[src/rtl/clock_pkg.sv]
// Shared constants, button-repeat state encoding and a wrap helper
// for the time-of-day counters.
package clock_pkg;

    localparam logic [7:0] SEC_MAX  = 8'd59;
    localparam logic [7:0] MIN_MAX  = 8'd59;
    localparam logic [7:0] HOUR_MAX = 8'd23;

    typedef enum logic [1:0] {
        IDLE,
        DELAY,
        REPEAT
    } btn_state_t;

    // Using >= keeps a field inside its legal range even if it was ever corrupted.
    function automatic logic [7:0] wrap_inc(input logic [7:0] value, input logic [7:0] max_value);
        return (value >= max_value) ? 8'd0 : value + 8'd1;
    endfunction

endpackage

[src/rtl/btn_repeat.sv]
// Per-button rising-edge detect with hold-to-repeat. It produces a one-cycle
// increment request that the time counters consume on the same edge.
module btn_repeat
    import clock_pkg::*;
#(
    parameter int REPEAT_DELAY = 25000000,
    parameter int REPEAT_RATE  = 5000000
) (
    input  logic clk,
    input  logic rst,
    input  logic enable,
    input  logic btn,
    output logic inc_pulse
);

    localparam int DELAY_W = (REPEAT_DELAY > 1) ? $clog2(REPEAT_DELAY) : 1;
    localparam int RATE_W  = (REPEAT_RATE > 1) ? $clog2(REPEAT_RATE) : 1;
    localparam int CNT_W   = (DELAY_W > RATE_W) ? DELAY_W : RATE_W;

    localparam logic [CNT_W-1:0] DELAY_LAST = CNT_W'(REPEAT_DELAY - 1);
    localparam logic [CNT_W-1:0] RATE_LAST  = CNT_W'(REPEAT_RATE - 1);

    btn_state_t       state;
    btn_state_t       next_state;
    logic [CNT_W-1:0] count;
    logic [CNT_W-1:0] next_count;
    logic             btn_prev;

    // btn_prev resets high so a button still held through reset is not a fresh press.
    always_ff @(posedge clk or posedge rst) begin
        if (rst) begin
            state    <= IDLE;
            count    <= '0;
            btn_prev <= 1'b1;
        end else begin
            state    <= next_state;
            count    <= next_count;
            btn_prev <= btn;
        end
    end

    always_comb begin
        next_state = state;
        next_count = count;
        inc_pulse  = 1'b0;
        if (!enable) begin
            next_state = IDLE;
            next_count = '0;
        end else begin
            case (state)
                IDLE: begin
                    if (btn && !btn_prev) begin
                        inc_pulse  = 1'b1;
                        next_state = DELAY;
                        next_count = '0;
                    end
                end
                DELAY: begin
                    if (!btn) begin
                        next_state = IDLE;
                        next_count = '0;
                    end else if (count == DELAY_LAST) begin
                        inc_pulse  = 1'b1;
                        next_state = REPEAT;
                        next_count = '0;
                    end else begin
                        next_count = count + 1'b1;
                    end
                end
                REPEAT: begin
                    if (!btn) begin
                        next_state = IDLE;
                        next_count = '0;
                    end else if (count == RATE_LAST) begin
                        inc_pulse  = 1'b1;
                        next_count = '0;
                    end else begin
                        next_count = count + 1'b1;
                    end
                end
                default: begin
                    next_state = IDLE;
                    next_count = '0;
                end
            endcase
        end
    end

endmodule

[src/rtl/time_keeper.sv]
// 24-hour time-of-day keeper: a 1 Hz prescaler drives the second/minute/hour
// counters, and a set mode lets the front-panel buttons adjust hours and minutes.
module time_keeper
    import clock_pkg::*;
#(
    parameter int TICK_DIV     = 50000000,
    parameter int REPEAT_DELAY = 25000000,
    parameter int REPEAT_RATE  = 5000000
) (
    input  logic       clk,
    input  logic       rst,
    input  logic       set_mode,
    input  logic       btn_hour,
    input  logic       btn_minute,
    output logic [7:0] current_hour,
    output logic [7:0] current_minute,
    output logic [7:0] current_second,
    output logic       second_tick
);

    localparam int PRE_W = $clog2(TICK_DIV);
    localparam logic [PRE_W-1:0] TICK_LAST = PRE_W'(TICK_DIV - 1);

    logic [PRE_W-1:0] prescaler;
    logic             tick_now;
    logic             hour_inc;
    logic             minute_inc;

    assign tick_now = !set_mode && (prescaler == TICK_LAST);

    btn_repeat #(
        .REPEAT_DELAY(REPEAT_DELAY),
        .REPEAT_RATE (REPEAT_RATE)
    ) u_hour_btn (
        .clk      (clk),
        .rst      (rst),
        .enable   (set_mode),
        .btn      (btn_hour),
        .inc_pulse(hour_inc)
    );

    btn_repeat #(
        .REPEAT_DELAY(REPEAT_DELAY),
        .REPEAT_RATE (REPEAT_RATE)
    ) u_minute_btn (
        .clk      (clk),
        .rst      (rst),
        .enable   (set_mode),
        .btn      (btn_minute),
        .inc_pulse(minute_inc)
    );

    // Holding the prescaler at zero in set mode makes the first tick after
    // leaving set mode land a full TICK_DIV cycles later.
    always_ff @(posedge clk or posedge rst) begin
        if (rst) begin
            prescaler   <= '0;
            second_tick <= 1'b0;
        end else if (set_mode) begin
            prescaler   <= '0;
            second_tick <= 1'b0;
        end else if (tick_now) begin
            prescaler   <= '0;
            second_tick <= 1'b1;
        end else begin
            prescaler   <= prescaler + 1'b1;
            second_tick <= 1'b0;
        end
    end

    // Button increments never carry; only the running tick ripples upward.
    always_ff @(posedge clk or posedge rst) begin
        if (rst) begin
            current_hour   <= 8'd0;
            current_minute <= 8'd0;
            current_second <= 8'd0;
        end else if (set_mode) begin
            current_second <= 8'd0;
            if (hour_inc) begin
                current_hour <= wrap_inc(current_hour, HOUR_MAX);
            end
            if (minute_inc) begin
                current_minute <= wrap_inc(current_minute, MIN_MAX);
            end
        end else if (tick_now) begin
            current_second <= wrap_inc(current_second, SEC_MAX);
            if (current_second >= SEC_MAX) begin
                current_minute <= wrap_inc(current_minute, MIN_MAX);
                if (current_minute >= MIN_MAX) begin
                    current_hour <= wrap_inc(current_hour, HOUR_MAX);
                end
            end
        end
    end

endmodule

[config.mk]
export PLATFORM = sky130hd
export DESIGN_NAME = time_keeper
export DESIGN_NICKNAME = d
export VERILOG_FILES = /design/src/rtl/clock_pkg.sv /design/src/rtl/btn_repeat.sv /design/src/rtl/time_keeper.sv
export SDC_FILE = /design/constraint.sdc
export NUM_CORES = 1
export LEC_CHECK = 0
export ABC_AREA = 0
export CAP_MARGIN = 20
export CORE_ASPECT_RATIO = 0.75
export CORE_MARGIN = 1
export CORE_UTILIZATION = 55
export CTS_BUF_LIST = sky130_fd_sc_hd__clkbuf_2
export DETAILED_ROUTE_END_ITERATION = 8
export GPL_ROUTABILITY_DRIVEN = 0
export PLACE_DENSITY = 0.82
export SETUP_SLACK_MARGIN = 0.05
export SYNTH_ARGS = -nofsm -noshare
export SYNTH_HDL_FRONTEND = slang
export SYNTH_HIERARCHICAL = 1
export SYNTH_SLANG_ARGS = --single-unit
export TNS_END_PERCENT = 50
[constraint.sdc]
create_clock -name clk -period 2.7 [get_ports clk]
set_input_delay 0.405 -clock clk [delete_from_list [all_inputs] [get_ports clk]]
set_output_delay 0.405 -clock clk [all_outputs]
set_load 0.02 [all_outputs]
; ---- Word level (Yosys, flattened, before mapping)
; Index checks and enable logic that the tools add are counted.
[op_classes]
n_addsub = 6
n_mux = 58
n_eq_ne = 17
reduce_logical = 15
n_lt_le_gt_ge = 3
[ops]
columns = cell, count
row1 = two-way mux 25 bit, 12
row2 = one-hot mux 25 bit (3 select lines), 2
row3 = two-way mux 8 bit, 14
row4 = two-way mux 26 bit, 2
row5 = "adder 25 x 1 -> 25 bit, second input constant", 2
row6 = "== test 25 x 23 -> 1 bit, second input constant", 2
row7 = "== test 25 bit, second input constant", 2
row8 = "adder 26 x 1 -> 26 bit, second input constant", 1
row9 = "== test 26 bit, second input constant", 1
row10 = "adder 8 x 1 -> 8 bit, second input constant", 3
row11 = two-way mux 2 bit, 10
row12 = ">= comparator 8 x 6 -> 1 bit, second input constant", 2
row13 = two-way mux 1 bit, 14
row14 = one-hot mux 2 bit (3 select lines), 2
row15 = AND reduction 3 bit, 3
row16 = ">= comparator 8 x 5 -> 1 bit, second input constant", 1
row17 = "!= test 4 x 3 -> 1 bit, second input constant", 2
row18 = "!= test 3 x 2 -> 1 bit, second input constant", 2
row19 = "!= test 3 bit, second input constant", 2
row20 = one-hot mux 1 bit (3 select lines), 2
row21 = nonzero test 2 bit, 3
row22 = "== test 2 x 1 -> 1 bit, second input constant", 2
row23 = "== test 2 bit, second input constant", 2
row24 = logical NOT 2 bit, 2
row25 = 4 further kinds, 9
[totals]
reg_bits = 107
word_cells = 110

; ---- Logic depth before layout (Yosys ltp)
[depth]
word_depth = 7
ltp_mapped = 10
depth_no_buf = 10

; ---- By module
; The synthesis kept the hierarchy.
[modules_own_cells]
columns = mod, cells_each, instances, seq_area_each_um2, area_each_um2
row1 = time_keeper, 258, 1, 1276.2, 2570.0
row2 = btn_repeat (u_minute_btn), 181, 1, 701.9, 1654.1
row3 = btn_repeat (u_hour_btn), 173, 1, 701.9, 1645.3

; ---- Least setup slack after synthesis
; No wires, ideal clock.
[synth_path]
path_type = register -> register
start = reg current_minute[0]
end = reg current_hour[0]
n_path_buf = 0
stages_incl_launch_ff = 7
arrival_time_ps = 2230
slack_ps = 343
required_ps = 2572
cell_sequence = dfrtp_1 > ha_1 > o2111a_1 > nor3_1 > nand4b_1 > and2_4 > mux2_1
[synth_between]
elab_chain_cells = 3
[synth_lines]
columns = item, line
row1 = start: declaration, time_keeper.sv:16  ; output logic [7:0] current_minute,
row2 = start signal: assignment, time_keeper.sv:83  ; current_minute <= wrap_inc(current_minute, MIN_MAX);
row3 = start signal: assignment, time_keeper.sv:88  ; current_minute <= wrap_inc(current_minute, MIN_MAX);
row4 = >= comparator 8 x 6 -> 1 bit, time_keeper.sv:89  ; if (current_minute >= MIN_MAX) begin
row5 = nonzero test 2 bit (no source line), n/a
row6 = AND reduction 4 bit (no source line), n/a
row7 = end signal: assignment, time_keeper.sv:80  ; current_hour <= wrap_inc(current_hour, HOUR_MAX);
row8 = end signal: assignment, time_keeper.sv:90  ; current_hour <= wrap_inc(current_hour, HOUR_MAX);
row9 = end: declaration, time_keeper.sv:15  ; output logic [7:0] current_hour,
; No other way between the ends.
; A chain may end at the register's enable or synchronous reset.

; ---- Final worst setup path
[layout_path]
start = reg u_minute_btn.count[15]
end = reg current_minute[4]
[layout_between]
elab_chain_cells = 7
word_cells_on_any_way = 10
cone_classes = eq/ne (3) / mux (6) / reduce/logical (1)
[layout_lines]
columns = item, line
row1 = start: declaration, btn_repeat.sv:25  ; logic [CNT_W-1:0] count;
row2 = start signal: assignment, btn_repeat.sv:37  ; count <= next_count;
row3 = == test 25 x 23 -> 1 bit or == test 25 bit (tied branches), "btn_repeat.sv:74, btn_repeat.sv:62"
row4 = "two-way mux 1 bit, on equally long branches", "btn_repeat.sv:74, btn_repeat.sv:62"
row5 = "two-way mux 1 bit, on equally long branches", "btn_repeat.sv:71, btn_repeat.sv:59"
row6 = one-hot mux 1 bit (3 select lines) (*), btn_repeat.sv:50  ; case (state)
row7 = two-way mux 1 bit (*), btn_repeat.sv:46  ; if (!enable) begin
row8 = named net minute_inc, time_keeper.sv:27  ; logic minute_inc;
row9 = != test 2 x 1 -> 1 bit (no source line) (*), n/a
row10 = AND reduction 3 bit (no source line) (*), n/a
; Mark *: on every way through the listed nets, which the timed path passes. The rest lies on a longest branch.

==> summary.txt <==
status -> complete, no violations
drc violations -> 0
critical path startpoint category -> flop
Crit path required time -> 3.26 ns
Final Core Density -> 0.630
TritonCTS clock tree -> yes
Slew @ Worst Pin -> 0.643 ns
first-pass GRT wire length -> 21.9 mm
Synth Register Bits -> 107
die area -> 11100 um^2
Critical Path Max Stage Delay -> 0.54 ns
sequential element share of the synthesized area -> 0.457
clk_skew -> 0.0353 ns
PD cells -> 500 nW/um^2
Main synth FF type -> dfrtp_1
largest net degree at the start of global routing -> 52
TritonCTS Buffers -> 9
hpwl dp -> 9.10 mm
share of post-route cells with drive strength above 1 -> 0.104
period utilization -> 0.940
Clock Power Share -> 0.233
Total GRT Usage -> 0.247
Overall Power -> 0.00326 W
Slew Limit Fails -> 0
critical path type -> flop to flop
highest routing layer actually used -> met4
EDFF count, synth -> 0
Placed Cells -> 782
VDD IR-drop max -> 0.597 mV
Nets -> 678
DRT iter0 DRCs -> 399
Comb power frac -> 0.215
final cell count without fillers -> 798
Register Area -> 2680 um^2
n_diodes -> 0
setup violators final -> 0
internal power -> 0.00219 W
number of port buffers -> 29
Netlist Area Pre-Place -> 5870 um^2
setup_tns -> 0 ns
WL final -> 12.8 mm
Synthesis Warnings -> 6
GR Overflow Total -> 0
DR WL/cell -> 16.1 um
Fillers -> 837
first-pass iteration count of the detailed router -> 5
io pins -> 30
H-tree depth -> 3
Worst EP arrival -> 3.10 ns
total length of routed met3 wires -> 710 um
post-CTS setup buffers -> 0
Fin. Hold Viols -> 0
Max Clock Freq -> 394 MHz
Hold Path Class -> primary input to asynchronous set/reset pin
Die Ht -> 91.5 um
synthesized area per cell -> 9.59 um^2
die width -> 121 um
post-synthesis instance total -> 612
vias in the first global route -> 4647
Rel. slew slack -> 0.572
fraction of registers with async set/reset -> 1.00
Syn-to-layout area delta -> 10.9%
slowest CP cell -> or4b_1
CTS Hold Bufs -> 0
M1 WL -> 6.02 mm
via-per-instance ratio -> 5.99
Antenna Violating Nets Remaining -> 0
net count after synthesis -> 633
crit-path cells -> or4b_1, nor4_2, a32oi_1, nor3_1, and2_1, or2_2, a32o_1
min cycle time layout -> 2.54 ns
routed wl met2 -> 5.92 mm
clock latency on the worst-skew pair -> 0.62 ns
clk buf depth -> 2
initial antenna violation count -> 0
switching share of total power -> 0.328
switching pwr -> 0.00107 W
Worst-path clk slew -> 0.29 ns
crit end category -> flop
Critical Path Fanout Max -> 8
CTS Sinks -> 107
CTS Root Cell -> clkbuf_2
core box area -> 10300 um^2
Via Count -> 4778
post-synth cell types -> 68
multi-input logic area -> 3000 um^2
Initial Util -> 0.568
Sequential Power Share -> 0.553
unrepaired setup endpoints after global routing -> false
max cap viols -> 0
num rows -> 32
Lkg Pwr -> 2.78 nW
[cell usage after synthesis (6+ instances only)]
cell | count | area [um^2]
a21oi_1 | 12 | 60.1
a31oi_1 | 7 | 43.8
and2_1 | 10 | 62.6
and3_1 | 19 | 119
and4_1 | 7 | 61.3
clkbuf_1 | 9 | 33.8
dfrtp_1 | 105 | 2630
ha_1 | 16 | 200
inv_1 | 28 | 105
nand2_1 | 45 | 169
nand2b_1 | 6 | 37.5
nand3_1 | 47 | 235
nand4_1 | 28 | 175
nor2_1 | 81 | 304
nor3_1 | 11 | 55.1
nor4_1 | 11 | 68.8
o21ai_0 | 19 | 95.1
o22ai_1 | 6 | 37.5
xnor2_1 | 18 | 158
xor2_1 | 42 | 368
[sequential cells by signal, indices dropped and copies added, names as in the netlist]
name and flops:
u_hour_btn/state 2, current_minute 8, current_hour 8, u_minute_btn/count 25, second_tick 1, u_minute_btn/btn_prev 1
current_second 8, u_minute_btn/state 2, prescaler 26, u_hour_btn/count 25, u_hour_btn/btn_prev 1
[kinds of logic (layout without fill, tap and decap cells)]
group	count (synthesis)	in the layout	share of synthesized area
AOI/OAI and AO/OA	76	76	0.0902
xor gates and xnor gates	60	60	0.0895
adders and majority gates	16	16	0.0341
buffers and inverters	43	93	0.0335
DFF	107	107	0.457
muxes	7	7	0.0126
and+or+nand+nor	303	303	0.284
[placed cells by master (no fill, tap or decap), types with 4 or more instances in the layout]
master,netlist,routed
or4_1,4,4
nand3_1,47,47
clkdlybuf4s50_1,0,29
inv_1,28,27
nor2_1,81,81
o22ai_1,6,6
clkbuf_2,0,10
ha_1,16,16
o21ai_0,19,19
mux2i_1,4,4
a31oi_1,7,7
and3_1,19,19
a21oi_1,12,12
nor3_1,11,11
and4_2,4,4
nand4_1,28,28
and4_1,7,7
buf_4,1,20
nor4_1,11,10
xor2_1,42,42
dfrtp_1,105,105
xnor2_1,18,18
and2_1,10,10
nand2b_1,6,6
nand2_1,45,45
[power by group through the flow]
stage | clock network, W | logic, W | registers, W
2_1_floorplan | 0 | 0.000376 | 0.00187
3_3_place_gp | 0 | 0.000656 | 0.00182
3_5_place_dp | 0 | 0.000698 | 0.00182
4_1_cts | 0.000780 | 0.000701 | 0.00180
5_1_grt | 0.000849 | 0.000766 | 0.00181
6_report | 0.000758 | 0.000699 | 0.00180
[worst paths after layout]
path,start,to,slack (ns),cells after the start
setup / recovery,u_minute_btn/count[15],current_minute[4],0.16,7
min in group clk,btn_hour,u_hour_btn/btn_prev,0.27,1
max in group asynchronous,rst,prescaler[25],1.95,3
hold reg to reg,prescaler[0],prescaler[0],0.50,1
setup reg to reg,u_minute_btn/count[15],current_minute[4],0.16,7
hold / removal,rst,u_hour_btn/count[5],0.09,2
[timing repair]
| item | in CTS | in global routing |
|---|---|---|
| gates resized for setup | 0 | 1 |
| hold endpoints to repair | 0 | 0 |
| setup endpoints to repair | 0 | 8 |
[through the flow]
stage               cell area [um^2]  hold WS (ns)  setup slack, ns
floorplan                       5870         0.409            0.343
global placement                6390         0.472            0.124
detailed placement              6390         0.477            0.125
CTS                             6500        0.0861            0.103
global route                    6510        0.0380           0.0525
finish                          6510        0.0899            0.161
[critical path, delay by kind of cell, from the launching register on]
kind / cells / cell delay (ns)
AO/OA/AOI/OAI: 2 / 0.35
flip-flops: 1 / 0.49
AND/OR/NAND/NOR: 5 / 1.65
[layout make-up]
type | instances | share of cell area
Clock buffer | 10 | 0.00769
Clock inverter | 6 | 0.00980
Inverter | 28 | 0.0161
Multi-Input combinational cell | 462 | 0.461
Sequential cell | 107 | 0.412
Tap cell | 136 | 0.0261
Timing Repair Buffer | 49 | 0.0677
[per-layer routing]
layer / up-vias / GRT usage
li1: 2267 / -
met3: 19 / 0.0559
met1: 2341 / 0.346
met4: 0 / 0.0751
met2: 151 / 0.381
met5: - / 0
No activity file was read; power rests on OpenSTA's default activity.
